### src/rtl/cpu1_pkg.sv
// Shared defaults and loader state encoding for the cpu1 block.
package cpu1_pkg;
  localparam int unsigned WIDTH_DEF    = 4;
  localparam int unsigned ADDRSIZE_DEF = 8;
  localparam logic [3:0]  SYNC_DEF     = 4'hA;

  typedef enum logic [2:0] {
    ST_IDLE,
    ST_ADDR_L,
    ST_ADDR_H,
    ST_LEN_L,
    ST_LEN_H,
    ST_DATA,
    ST_CSUM,
    ST_DONE
  } ld_state_e;
endpackage

### src/rtl/loader_mem.sv
// Program RAM: one write port, one registered read port, read-before-write.
import cpu1_pkg::*;

module loader_mem #(
  parameter int WIDTH    = WIDTH_DEF,
  parameter int ADDRSIZE = ADDRSIZE_DEF
) (
  input  logic                clk,
  input  logic                reset,
  input  logic                we_i,
  input  logic [ADDRSIZE-1:0] waddr_i,
  input  logic [WIDTH-1:0]    wdata_i,
  input  logic [ADDRSIZE-1:0] raddr_i,
  output logic [WIDTH-1:0]    rdata_o
);
  localparam int DEPTH = 1 << ADDRSIZE;

  logic [WIDTH-1:0] mem_q [0:DEPTH-1];
  logic [WIDTH-1:0] rdata_q;

  // Contents are deliberately not reset so a load survives a CPU reset.
  always_ff @(posedge clk) begin
    if (we_i) mem_q[waddr_i] <= wdata_i;
  end

  always_ff @(posedge clk) begin
    if (!reset) rdata_q <= '0;
    else        rdata_q <= mem_q[raddr_i];
  end

  assign rdata_o = rdata_q;
endmodule

### src/rtl/prog_loader.sv
// Nibble-stream program loader: SYNC, addr, len, data[, csum] into loader_mem.
// LOADER_CSUM_EN enables the trailing checksum nibble and the err flag.
import cpu1_pkg::*;

module prog_loader #(
  parameter int               WIDTH    = WIDTH_DEF,
  parameter int               ADDRSIZE = ADDRSIZE_DEF,
  parameter logic [WIDTH-1:0] SYNC     = WIDTH'(SYNC_DEF)
) (
  input  logic                clk,
  input  logic                reset,
  input  logic                in_valid,
  input  logic [WIDTH-1:0]    in_data,
  output logic                in_ready,
  output logic                cpu_hold,
  input  logic [ADDRSIZE-1:0] rd_addr,
  output logic [WIDTH-1:0]    rd_data,
  output logic                load_done,
  output logic                err
);
  ld_state_e           state_q, state_d;
  logic [ADDRSIZE-1:0] wptr_q, wptr_d;
  logic [ADDRSIZE-1:0] rem_q, rem_d;
  logic [WIDTH-1:0]    lo_q, lo_d;
  logic                xfer;
  logic                mem_we;

  assign in_ready  = (state_q != ST_DONE);
  assign cpu_hold  = (state_q != ST_IDLE);
  assign load_done = (state_q == ST_DONE);
  assign xfer      = in_valid && in_ready;
  assign mem_we    = xfer && (state_q == ST_DATA) && reset;

`ifdef LOADER_CSUM_EN
  logic [WIDTH-1:0] csum_q, csum_d;
  logic             err_q, err_d;
  assign err = err_q;
`else
  assign err = 1'b0;
`endif

  always_ff @(posedge clk) begin
    if (!reset) begin
      state_q <= ST_IDLE;
      wptr_q  <= '0;
      rem_q   <= '0;
      lo_q    <= '0;
`ifdef LOADER_CSUM_EN
      csum_q  <= '0;
      err_q   <= 1'b0;
`endif
    end else begin
      state_q <= state_d;
      wptr_q  <= wptr_d;
      rem_q   <= rem_d;
      lo_q    <= lo_d;
`ifdef LOADER_CSUM_EN
      csum_q  <= csum_d;
      err_q   <= err_d;
`endif
    end
  end

  always_comb begin
    state_d = state_q;
    wptr_d  = wptr_q;
    rem_d   = rem_q;
    lo_d    = lo_q;
`ifdef LOADER_CSUM_EN
    csum_d  = csum_q;
    err_d   = err_q;
`endif
    unique case (state_q)
      ST_IDLE: if (xfer && in_data == SYNC) begin
        state_d = ST_ADDR_L;
`ifdef LOADER_CSUM_EN
        csum_d  = '0;
        err_d   = 1'b0;
`endif
      end
      ST_ADDR_L: if (xfer) begin
        lo_d    = in_data;
        state_d = ST_ADDR_H;
      end
      ST_ADDR_H: if (xfer) begin
        wptr_d  = ADDRSIZE'({in_data, lo_q});
        state_d = ST_LEN_L;
      end
      ST_LEN_L: if (xfer) begin
        lo_d    = in_data;
        state_d = ST_LEN_H;
      end
      // Count down from len; len 0 wraps through the full depth.
      ST_LEN_H: if (xfer) begin
        rem_d   = ADDRSIZE'({in_data, lo_q});
        state_d = ST_DATA;
      end
      ST_DATA: if (xfer) begin
        wptr_d = wptr_q + 1'b1;
        rem_d  = rem_q - 1'b1;
`ifdef LOADER_CSUM_EN
        csum_d = csum_q ^ in_data;
        if (rem_q == ADDRSIZE'(1)) state_d = ST_CSUM;
`else
        if (rem_q == ADDRSIZE'(1)) state_d = ST_DONE;
`endif
      end
      ST_CSUM: if (xfer) begin
`ifdef LOADER_CSUM_EN
        if (in_data != csum_q) err_d = 1'b1;
`endif
        state_d = ST_DONE;
      end
      ST_DONE: state_d = ST_IDLE;
      default: state_d = ST_IDLE;
    endcase
  end

  loader_mem #(.WIDTH(WIDTH), .ADDRSIZE(ADDRSIZE)) u_mem (
    .clk     (clk),
    .reset   (reset),
    .we_i    (mem_we),
    .waddr_i (wptr_q),
    .wdata_i (in_data),
    .raddr_i (rd_addr),
    .rdata_o (rd_data)
  );
endmodule
### config.mk
export PLATFORM = sky130hd
export DESIGN_NAME = prog_loader
export DESIGN_NICKNAME = d
export VERILOG_FILES = /design/src/rtl/cpu1_pkg.sv /design/src/rtl/loader_mem.sv /design/src/rtl/prog_loader.sv
export SDC_FILE = /design/constraint.sdc
export NUM_CORES = 1
export LEC_CHECK = 0
export BUFFER_PORTS_ARGS = -buffer_cell sky130_fd_sc_hd__clkbuf_2
export CAP_MARGIN = 15
export CORE_ASPECT_RATIO = 1.25
export CORE_MARGIN = 8
export CORE_UTILIZATION = 55
export CTS_CLUSTER_DIAMETER = 50
export DETAILED_ROUTE_END_ITERATION = 8
export PLACE_DENSITY = 0.74
export SLEW_MARGIN = 20
export SYNTH_ARGS = -nofsm -noshare
export SYNTH_HDL_FRONTEND = slang
export SYNTH_SLANG_ARGS = --single-unit
### constraint.sdc
create_clock -name clk -period 2.43 [get_ports clk]
set_input_delay 0.243 -clock clk [delete_from_list [all_inputs] [get_ports clk]]
set_output_delay 0.243 -clock clk [all_outputs]
set_load 0.02 [all_outputs]
==> results of run 1 <==
==> worst register-to-register path, cell delays in order (launching register included) <==
cell and delay [ns]:
edfxtp_1 0.37, mux4_2 0.47, a22o_1 0.23, or4_1 0.39, o21ai_0 0.19, nor4_1 0.12, buf_4 0.17, a21oi_1 0.13
o221ai_1 0.15
==> power breakdown <==
group | switching [mW] | total, mW | internal [mW]
clock | 6.39 | 14.9 | 8.48
sequential | 0.0135 | 19.9 | 19.9
combinational | 1.12 | 1.91 | 0.787
total | 7.53 | 36.7 | 29.1
==> cells by family (layout without fill, tap and decap cells) <==
kind of cell / Yosys count / after routing
compound gates: 200 / 200
fa+ha+maj: 6 / 6
buf+inv: 150 / 479
flops: 1051 / 1051
mux: 310 / 310
other cells: 1 / 2
simple gates: 488 / 488
==> worst min path at each step <==
stage,startpoint,to,cells after the start
5_1_grt,reset,wptr_q[6],2
4_1_cts,reset,wptr_q[6],2
2_1_floorplan,in_data[0],u_mem.mem_q[0][0],0
6_report,reset,wptr_q[6],2
3_3_place_gp,rem_q[1],rem_q[1],2
3_5_place_dp,lo_q[3],wptr_q[3],2
==> per-layer routing <==
layer	vias to the layer above	GRT usage, %
met1	11900	29.8
met4	0	11.5
li1	9472	-
met3	260	4.00
met2	1317	40.9
met5	-	0
==> sequential cells by signal (all words and copies together), names as in the netlist <==
| signal | flops |
|---|---|
| rem_q | 8 |
| lo_q | 4 |
| state_q | 3 |
| u_mem.mem_q | 1024 |
| wptr_q | 8 |
| u_mem.rdata_o | 4 |
==> cells in the mapped netlist (all sizes together) (9+ instances only) <==
cell type	number	area [um^2]
nand2	60	225
edfxtp	1024	30700
and2	15	93.8
a221oi	15	131
a211oi	9	77.6
buf	61	493
nand3	41	205
o22ai	23	144
nor2	301	1130
mux2i	56	561
a21oi	31	155
clkbuf	78	293
o21ai	26	130
nand4	9	56.3
nor3	11	55.1
mux4	239	5390
inv	11	41.3
mux2	15	169
a22oi	39	293
a22o	12	105
dfxtp	27	541
o221ai	13	114
nor2b	14	87.6
==> layout make-up <==
cell class                 count  area [um^2]  share of cell area (%)
clock buffer                 114         2460                    5.11
timing repair buffer         300         2740                    5.69
clock inverter                54          589                    1.22
tap                          977         1220                    2.54
inverter                      11         41.3                  0.0858
antenna                        1         2.50                 0.00520
sequential                  1051        31300                    65.0
multi-input combinational   1005         9800                    20.4
==> stage by stage <==
stage / cell area, um^2 / instances / util, % / hold WS (ns)
floorplan: 41900 / 2206 / - / 0.342
global placement: 45100 / 3341 / 59.6 / 0.471
detailed placement: 45100 / 3341 / 59.6 / 0.483
CTS: 48100 / 3512 / 63.6 / 0.0135
global route: 48100 / 3512 / 63.6 / 0.0367
finish: 48100 / 3513 / 63.7 / 0.0368
==> repair_timing <==
action,CTS,global route
resized for setup,0,3
setup endpoints to repair,0,2
hold endpoints to repair,19,0
hold buffers,3,0
==> impl_metrics.py, run 1 <==
metrics = {
    "run_status": {
        "status": "completed",
    },
    "power_and_ir_drop": {
        "total_power_mw": 36.7,
        "leakage_nw": 15.4,
        "ir_worst_vdd_v": 0.000877,
        "p_per_area_mw_per_mm2": 762,
    },
    "timing": {
        "period_needed_ns": 2.38,
        "layout_setup_ws_ns": 0.0493,
        "timing.fmax_mhz": 420,
        "worst_pin_slew_ns": 0.662,
        "maxSlewViolCount": 0,
        "relSlewSlack_pct": 55.9,
        "finClkSkew_ns": 0.0320,
        "fin_setup_tns_ns": 0,
        "period_share_pct": 98.0,
        "finalSetupViolCount": 0,
        "hold_violations": 0,
    },
    "drt": {
        "viasPerCell": 6.53,
        "wl_met3_um": 8840,
        "met2_length_um": 52600,
        "postRouteAntennaNets": 0,
        "vias": 22900,
        "top_layer_used": "met4",
        "wl_per_cell_um": 29.5,
        "drc_errors": 0,
        "firstDrtPassIters": 6,
        "wl_um": 104000,
        "drt_iter0_drc": 2799,
        "drt-met1-wl_um": 37200,
    },
    "clock_network": {
        "numCtsBuffers": 92,
        "cts_tree": "built",
        "htree_levels": 3,
        "clock_latency_ns": 0.66,
        "cts_buffer_depth": 3,
        "path_clk_slew_ns": 0.07,
        "cts_setup_buffers": 0,
        "cts_sinks": 1051,
        "clock-root-buffer": "clkbuf_16",
    },
    "floorplanning": {
        "core-area_mm2": 0.0756,
        "row_count": 113,
        "pin_count": 23,
        "die_h_um": 325,
        "die_x_um": 263,
        "dieArea_mm2": 0.0853,
        "initial_core_util_pct": 55.4,
    },
    "worst_setup_path": {
        "cp-start-kind": "input pin",
        "crit_slowest_cell": "dlygate4sd3_1",
        "cp_slowest_stage_delay_ns": 0.59,
        "cp.arrival_ns": 2.91,
        "r2r_end": "u_mem.rdata_o[1]",
        "end_kind": "flip-flop",
        "crit_path_max_fanout": 6,
        "startpoint": "rd_addr[3]",
        "worst_path_most_repeated_cell": "buf_4",
        "endpoint": "u_mem.rdata_o[1]",
        "ff2ff_path_depth": 8,
        "crit_required_ns": 2.96,
        "cp_num_cells": 12,
        "worstReg2RegStart": "u_mem.mem_q[179][1]",
        "rrSetupSlack_ns": 0.09,
        "critPathTopFamily": "buffers and inverters",
        "crit_type": "input pin to flip-flop",
        "path_cells": "dlygate4sd3_1, clkbuf_2, buf_4, nor2b_2, buf_4, o311a_1, o21ai_0, a211oi_2, nor4_1, buf_4, a21oi_1, o221ai_1",
        "critPathBufInv": 5,
    },
    "cells_and_area": {
        "fin_nets": 2482,
        "nFillCells": 4921,
        "final_common_cell": "edfxtp_1",
        "final_cell_mix": "1024 x edfxtp_1, 298 x nor2_1, 237 x buf_4, 236 x mux4_2, 95 x clkbuf_16",
        "drive_gt1_share_pct": 27.6,
        "syn2layout_area_growth_pct": 15.0,
    },
    "grt": {
        "grt_max_degree": 133,
        "grt_remaining_overflow": 0,
        "grt_use_total_pct": 23.9,
        "grt_pass1_wl_um": 152000,
        "grt_pass1_vias": 23400,
        "antenna_found_initial": 0,
    },
    "synth": {
        "syn_nets": 2227,
        "synthSimpleGateAreaFrac_pct": 5.07,
        "synth_seq_cells": 1051,
        "synthDistinctLibCells": 60,
        "synth-xor-area-share_pct": 0,
        "yosysSeqAreaShare_pct": 74.7,
        "synth_edf_count": 1024,
        "synth_fa_ha_area_share_pct": 0.179,
        "synthFlopType": "edfxtp_1",
        "synth_area_mm2": 0.0419,
        "synth_warnings": 0,
        "avgSynthCellArea_um2": 19.0,
        "synth_mux_area_share_pct": 14.6,
        "synth-async-reset-ratio_pct": 0,
        "synth_cells": 2206,
        "synth_compound_area_share_pct": 3.44,
        "synth_top_family_by_area": "multiplexers",
    },
    "placement": {
        "port_buffers": 21,
        "gp_congestion": 0.871,
        "pre_cts_slack_ns": -0.256,
        "hpwl_um": 67800,
    },
    "hold_path": {
        "min_path_type": "input pin to flip-flop",
    },
    "job": {
        "drv_cap": 0,
    },
}
Note: power is estimated with default switching activity, not from simulation.
==> inputs of run 2 (changes only) <==
--- a/config.mk
+++ b/config.mk
@@ -12,7 +12,7 @@
 export CORE_UTILIZATION = 55
 export CTS_CLUSTER_DIAMETER = 50
 export DETAILED_ROUTE_END_ITERATION = 8
-export PLACE_DENSITY = 0.74
+export PLACE_DENSITY = 0.72
 export SLEW_MARGIN = 20
 export SYNTH_ARGS = -nofsm -noshare
 export SYNTH_HDL_FRONTEND = slang
==> constraint.sdc (replaced) <==
create_clock -name clk -period 2.9 [get_ports clk]
set_input_delay 0.29 -clock clk [delete_from_list [all_inputs] [get_ports clk]]
set_output_delay 0.29 -clock clk [all_outputs]
set_load 0.01 [all_outputs]
==> impl_metrics.py, run 2 (synthesis gave the netlist of run 1 again) <==
metrics = {
    "cells_and_area": {
        "fin_nets": 2367,
        "drive_gt1_share_pct": 24.2,
        "syn2layout_area_growth_pct": 12.8,
        "nFillCells": 5071,
        "multiInputGateArea_mm2": 0.00979,
        "fin_util_pct": 62.5,
        "final_common_cell": "edfxtp_1",
        "seq_area_mm2": 0.0313,
        "top_regs": "u_mem.mem_q: 1024 flops, rem_q: 8 flops, wptr_q: 8 flops",
        "largest_register_ffs": 1024,
        "regMostFlops": "u_mem.mem_q",
        "fin_cells": 3403,
        "final_cell_mix": "1024 x edfxtp_1, 298 x nor2_1, 236 x mux4_2, 131 x buf_4, 98 x clkbuf_16",
    },
    "floorplanning": {
        "core-area_mm2": 0.0756,
        "initial_core_util_pct": 55.4,
        "die_h_um": 325,
        "pin_count": 23,
        "die_x_um": 263,
        "row_count": 113,
        "dieArea_mm2": 0.0853,
    },
    "timing": {
        "maxSlewViolCount": 0,
        "hold_violations": 0,
        "grt_setup_unrepaired": "no",
        "period_needed_ns": 2.65,
        "layout_setup_ws_ns": 0.251,
        "finClkSkew_ns": 0.0392,
        "fin_hold_ws_ns": 0.0501,
        "timing.fmax_mhz": 378,
        "relSlewSlack_pct": 50.0,
        "period_share_pct": 91.3,
        "worst_pin_slew_ns": 0.748,
        "finalSetupViolCount": 0,
    },
    "grt": {
        "grt_use_total_pct": 23.5,
        "grt_pass1_wl_um": 150000,
        "grt_remaining_overflow": 0,
        "grt_max_degree": 98,
        "antenna_found_initial": 1,
        "grt_pass1_vias": 22900,
    },
    "hold_path": {
        "holdPathStages": 3,
        "min_path_type": "input pin to flip-flop",
    },
    "worst_setup_path": {
        "endpoint": "u_mem.mem_q[109][2]",
        "r2r_end": "u_mem.mem_q[109][2]",
        "path_cells": "nand3b_1, nor3_2, nand3_2, buf_4, nor2_1",
        "rrSetupSlack_ns": 0.25,
        "crit_path_max_fanout": 12,
        "worstReg2RegStart": "state_q[2]",
        "critPathTopFamily": "simple AND/OR/NAND/NOR gates",
        "cp.arrival_ns": 2.96,
        "crit_required_ns": 3.22,
        "critPathBufInv": 1,
        "cp_num_cells": 5,
        "end_kind": "flip-flop",
        "cp_slowest_stage_delay_ns": 0.52,
        "ff2ff_path_depth": 5,
        "startpoint": "state_q[2]",
        "crit_slowest_cell": "dfxtp_1",
        "cp-start-kind": "flip-flop",
        "crit_type": "flip-flop to flip-flop",
    },
    "clock_network": {
        "cts_sinks": 1051,
        "htree_levels": 3,
        "clock-root-buffer": "clkbuf_16",
        "cts_tree": "built",
        "numCtsBuffers": 94,
        "path_clk_slew_ns": 0.07,
        "cts_buffer_depth": 3,
        "clock_latency_ns": 0.68,
    },
    "power_and_ir_drop": {
        "leakage_nw": 14.8,
        "total_power_mw": 30.9,
        "p_per_area_mw_per_mm2": 653,
        "pwr-share-seq_pct": 54.0,
        "ir_worst_vdd_v": 0.000518,
        "clkPwrFrac_pct": 41.1,
        "switching_power_mw": 6.37,
        "combPwrFrac_pct": 4.9,
        "p_int_mw": 24.5,
        "switching_share_pct": 20.6,
    },
    "drt": {
        "wl_um": 101000,
        "drt_iter0_drc": 2755,
        "viasPerCell": 6.51,
        "firstDrtPassIters": 6,
        "postRouteAntennaNets": 0,
        "wl_per_cell_um": 29.7,
        "drc_errors": 0,
        "vias": 22100,
    },
    "placement": {
        "gp_congestion": 0.887,
        "hpwl_um": 66000,
        "pre_cts_slack_ns": -0.0619,
        "port_buffers": 21,
        "placed_cells": 3227,
    },
    "run_status": {
        "status": "completed",
    },
    "job": {
        "drv_cap": 0,
    },
}
[run 2: cell types whose count changed in the layout (fill, tap and decap cells not counted), moves of 2 or more]
cell / previous run / this run
buf_12: 39 / 31
buf_4: 237 / 131
clkbuf_1: 18 / 13
clkbuf_16: 95 / 98
clkinv_1: 14 / 24
clkinv_2: 16 / 14
dlygate4sd3_1: 3 / 0
[run 2: how the worst min path moves through the flow]
| stage | slack, ns | to | start |
|---|---|---|---|
| floorplan | 0.39 | u_mem.mem_q[0][0] | in_data[0] |
| global placement | 0.47 | rem_q[1] | rem_q[1] |
| detailed placement | 0.49 | wptr_q[3] | lo_q[3] |
| CTS | 0.02 | state_q[0] | in_valid |
| global route | 0.08 | state_q[1] | reset |
| finish | 0.05 | state_q[0] | in_valid |
[run 2: power by group through the flow]
stage | registers (mW) | logic, mW | clock network [mW]
4_1_cts | 16.7 | 1.51 | 12.8
2_1_floorplan | 17.0 | 0.793 | 0
5_1_grt | 16.7 | 1.58 | 13.3
3_3_place_gp | 17.0 | 1.47 | 0
6_report | 16.7 | 1.50 | 12.7
3_5_place_dp | 17.0 | 1.50 | 0
[run 2: cell type report]
class	count	share of cell area, %
flip-flops and latches	1051	66.2
multi-input cells	1005	20.7
clock buffers	111	5.29
repair buffers	183	3.71
well taps	977	2.59
clock inverters	64	1.36
inverters	11	0.0874
diodes	1	0.00530
[run 2: through the flow]
step | instance area (um^2) | TNS (ns)
global route | 47200 | 0
global placement | 44100 | -0.0516
CTS | 47200 | 0
floorplan | 41900 | 0
detailed placement | 44100 | -0.0619
finish | 47200 | 0
[run 2: timing repair]
item                       in CTS  in global routing
setup buffers                   0                  0
hold buffers                    0                  0
setup endpoints to repair       4                  0
resized for setup               1                  0
[run 2: routing by layer]
layer  wire length, um  part of all wire [%]  up-vias  track usage, %
li1                  -                     -     9248               -
met1             36800                    36    11500            29.2
met2             51700                    51     1202            40.7
met3              8040                   7.9      238            3.97
met4              4530                   4.5        0            10.6
met5                 0                     0        -               0
[run 2: worst reg2reg max path: stages, from the launching register on]
cell and delay, ns:
dfxtp_1 0.52, nand3b_1 0.16, nor3_2 0.43, nand3_2 0.42, buf_4 0.35, nor2_1 0.42
==> inputs of run 3 (changes only) <==
==> constraint.sdc (replaced) <==
create_clock -name clk -period 2.6 [get_ports clk]
set_input_delay 0.26 -clock clk [delete_from_list [all_inputs] [get_ports clk]]
set_output_delay 0.26 -clock clk [all_outputs]
set_load 0.005 [all_outputs]
==> impl_metrics.py, run 3 (synthesis gave the netlist of run 1 again) <==
metrics = {
    "floorplanning": {
        "dieArea_mm2": 0.0853,
        "initial_core_util_pct": 55.4,
        "core-area_mm2": 0.0756,
        "pin_count": 23,
        "row_count": 113,
        "die_x_um": 263,
        "die_h_um": 325,
    },
    "drt": {
        "viasPerCell": 6.48,
        "wl_um": 101000,
        "firstDrtPassIters": 7,
        "postRouteAntennaNets": 0,
        "wl_per_cell_um": 29.4,
        "vias": 22400,
        "drt_iter0_drc": 2126,
        "drc_errors": 0,
    },
    "clock_network": {
        "clock_latency_ns": 0.66,
        "cts_buffer_depth": 3,
        "cts_tree": "built",
        "cts_sinks": 1051,
        "htree_levels": 3,
        "cts_setup_buffers": 0,
        "path_clk_slew_ns": 0.06,
        "clock-root-buffer": "clkbuf_16",
        "numCtsBuffers": 99,
    },
    "worst_setup_path": {
        "r2r_end": "u_mem.rdata_o[1]",
        "crit_path_max_fanout": 2,
        "startpoint": "u_mem.mem_q[91][1]",
        "rrSetupSlack_ns": 0.20,
        "crit_type": "flip-flop to flip-flop",
        "cp-start-kind": "flip-flop",
        "end_kind": "flip-flop",
        "ff2ff_path_depth": 7,
        "crit_required_ns": 3.11,
        "worstReg2RegStart": "u_mem.mem_q[91][1]",
        "cp.arrival_ns": 2.91,
    },
    "timing": {
        "period_needed_ns": 2.40,
        "finalSetupViolCount": 0,
        "finClkSkew_ns": 0.0377,
        "grt_setup_unrepaired": "no",
        "hold_violations": 0,
        "maxSlewViolCount": 0,
        "period_share_pct": 92.2,
        "worst_pin_slew_ns": 0.969,
        "layout_setup_ws_ns": 0.203,
        "fin_hold_ws_ns": 0.0289,
        "relSlewSlack_pct": 33.7,
        "timing.fmax_mhz": 417,
    },
    "grt": {
        "grt_pass1_vias": 23400,
        "grt_max_degree": 109,
        "grt_pass1_wl_um": 150000,
        "antenna_found_initial": 2,
        "grt_remaining_overflow": 0,
        "grt_use_total_pct": 23.5,
    },
    "hold_path": {
        "hold-path-endpoint": "state_q[0]",
        "holdPathStages": 3,
        "worstHoldStart": "in_valid",
        "min_path_type": "input pin to flip-flop",
    },
    "cells_and_area": {
        "final_common_cell": "edfxtp_1",
        "syn2layout_area_growth_pct": 13.7,
        "regMostFlops": "u_mem.mem_q",
        "top_regs": "u_mem.mem_q: 1024 flops, rem_q: 8 flops, wptr_q: 8 flops",
        "final_cell_mix": "1024 x edfxtp_1, 298 x nor2_1, 236 x mux4_2, 179 x buf_4, 102 x clkbuf_16",
        "drive_gt1_share_pct": 25.8,
        "fin_nets": 2420,
        "largest_register_ffs": 1024,
    },
    "power_and_ir_drop": {
        "leakage_nw": 15.1,
        "ir_worst_vdd_v": 0.000701,
        "total_power_mw": 34.4,
        "p_per_area_mw_per_mm2": 723,
    },
    "job": {
        "drv_cap": 0,
    },
    "placement": {
        "port_buffers": 21,
        "pre_cts_slack_ns": -0.275,
        "gp_congestion": 0.860,
        "hpwl_um": 67000,
    },
    "run_status": {
        "status": "completed",
    },
}
[run 3: cell types whose count changed in the layout (fill, tap and decap cells not counted), moves of 4 or more]
| cell | previous run | this run |
|---|---|---|
| buf_4 | 131 | 179 |
| clkinv_2 | 14 | 21 |
| clkinv_1 | 24 | 19 |
| bufinv_16 | 12 | 8 |
| clkbuf_16 | 98 | 102 |
[run 3: routing by layer]
layer	vias up	share of wire, %	global-route usage [%]
met5	-	0.012	0
met4	2	4.4	10.6
met3	215	8.2	4.04
met2	1203	52	40.7
met1	11600	36	29.1
li1	9364	-	-
[run 3: power breakdown]
group | leakage, nW | switching, mW | internal (mW)
Sequential | 9.42 | 0.0169 | 18.6
Clock | 1.54 | 6.14 | 7.97
Combinational | 4.13 | 1.02 | 0.700
Total | 15.1 | 7.18 | 27.2
[run 3: layout make-up]
class / count / area (um^2)
flip-flops and latches: 1051 / 31300
fillers: 5044 / 28000
multi-input cells: 1005 / 9790
clock buffers: 115 / 2600
repair buffers: 231 / 2100
well taps: 977 / 1220
clock inverters: 63 / 557
inverters: 11 / 41.3
diodes: 1 / 2.50
[run 3: critical path, stage by stage (launching register included)]
cell and delay, ns:
edfxtp_1 0.40, mux4_2 0.51, mux4_2 0.53, nor4_1 0.26
buf_4 0.18, nor4_2 0.06, a21oi_1 0.17, o221ai_1 0.14
[run 3: what timing repair did]
item                      CTS  global route
resized for setup           0             0
hold endpoints to repair   23             0
hold buffers                1             0
[run 3: how the worst max path moves through the flow]
stage,end,cells past startpoint
floorplan,u_mem.mem_q[218][0],6
global placement,u_mem.rdata_o[0],9
detailed placement,u_mem.rdata_o[0],9
CTS,u_mem.rdata_o[0],6
global route,u_mem.rdata_o[1],7
finish,u_mem.rdata_o[1],7
[run 3: metrics by stage]
stage | setup TNS, ns | instance area [um^2] | util (%) | cells
after global routing | 0 | 47600 | 62.9 | 3453
after global placement | -0.490 | 44400 | 58.7 | 3274
after floorplan | 0 | 41900 | - | 2206
final | 0 | 47600 | 62.9 | 3454
after detailed placement | -0.609 | 44400 | 58.7 | 3274
after CTS | 0 | 47600 | 62.9 | 3453
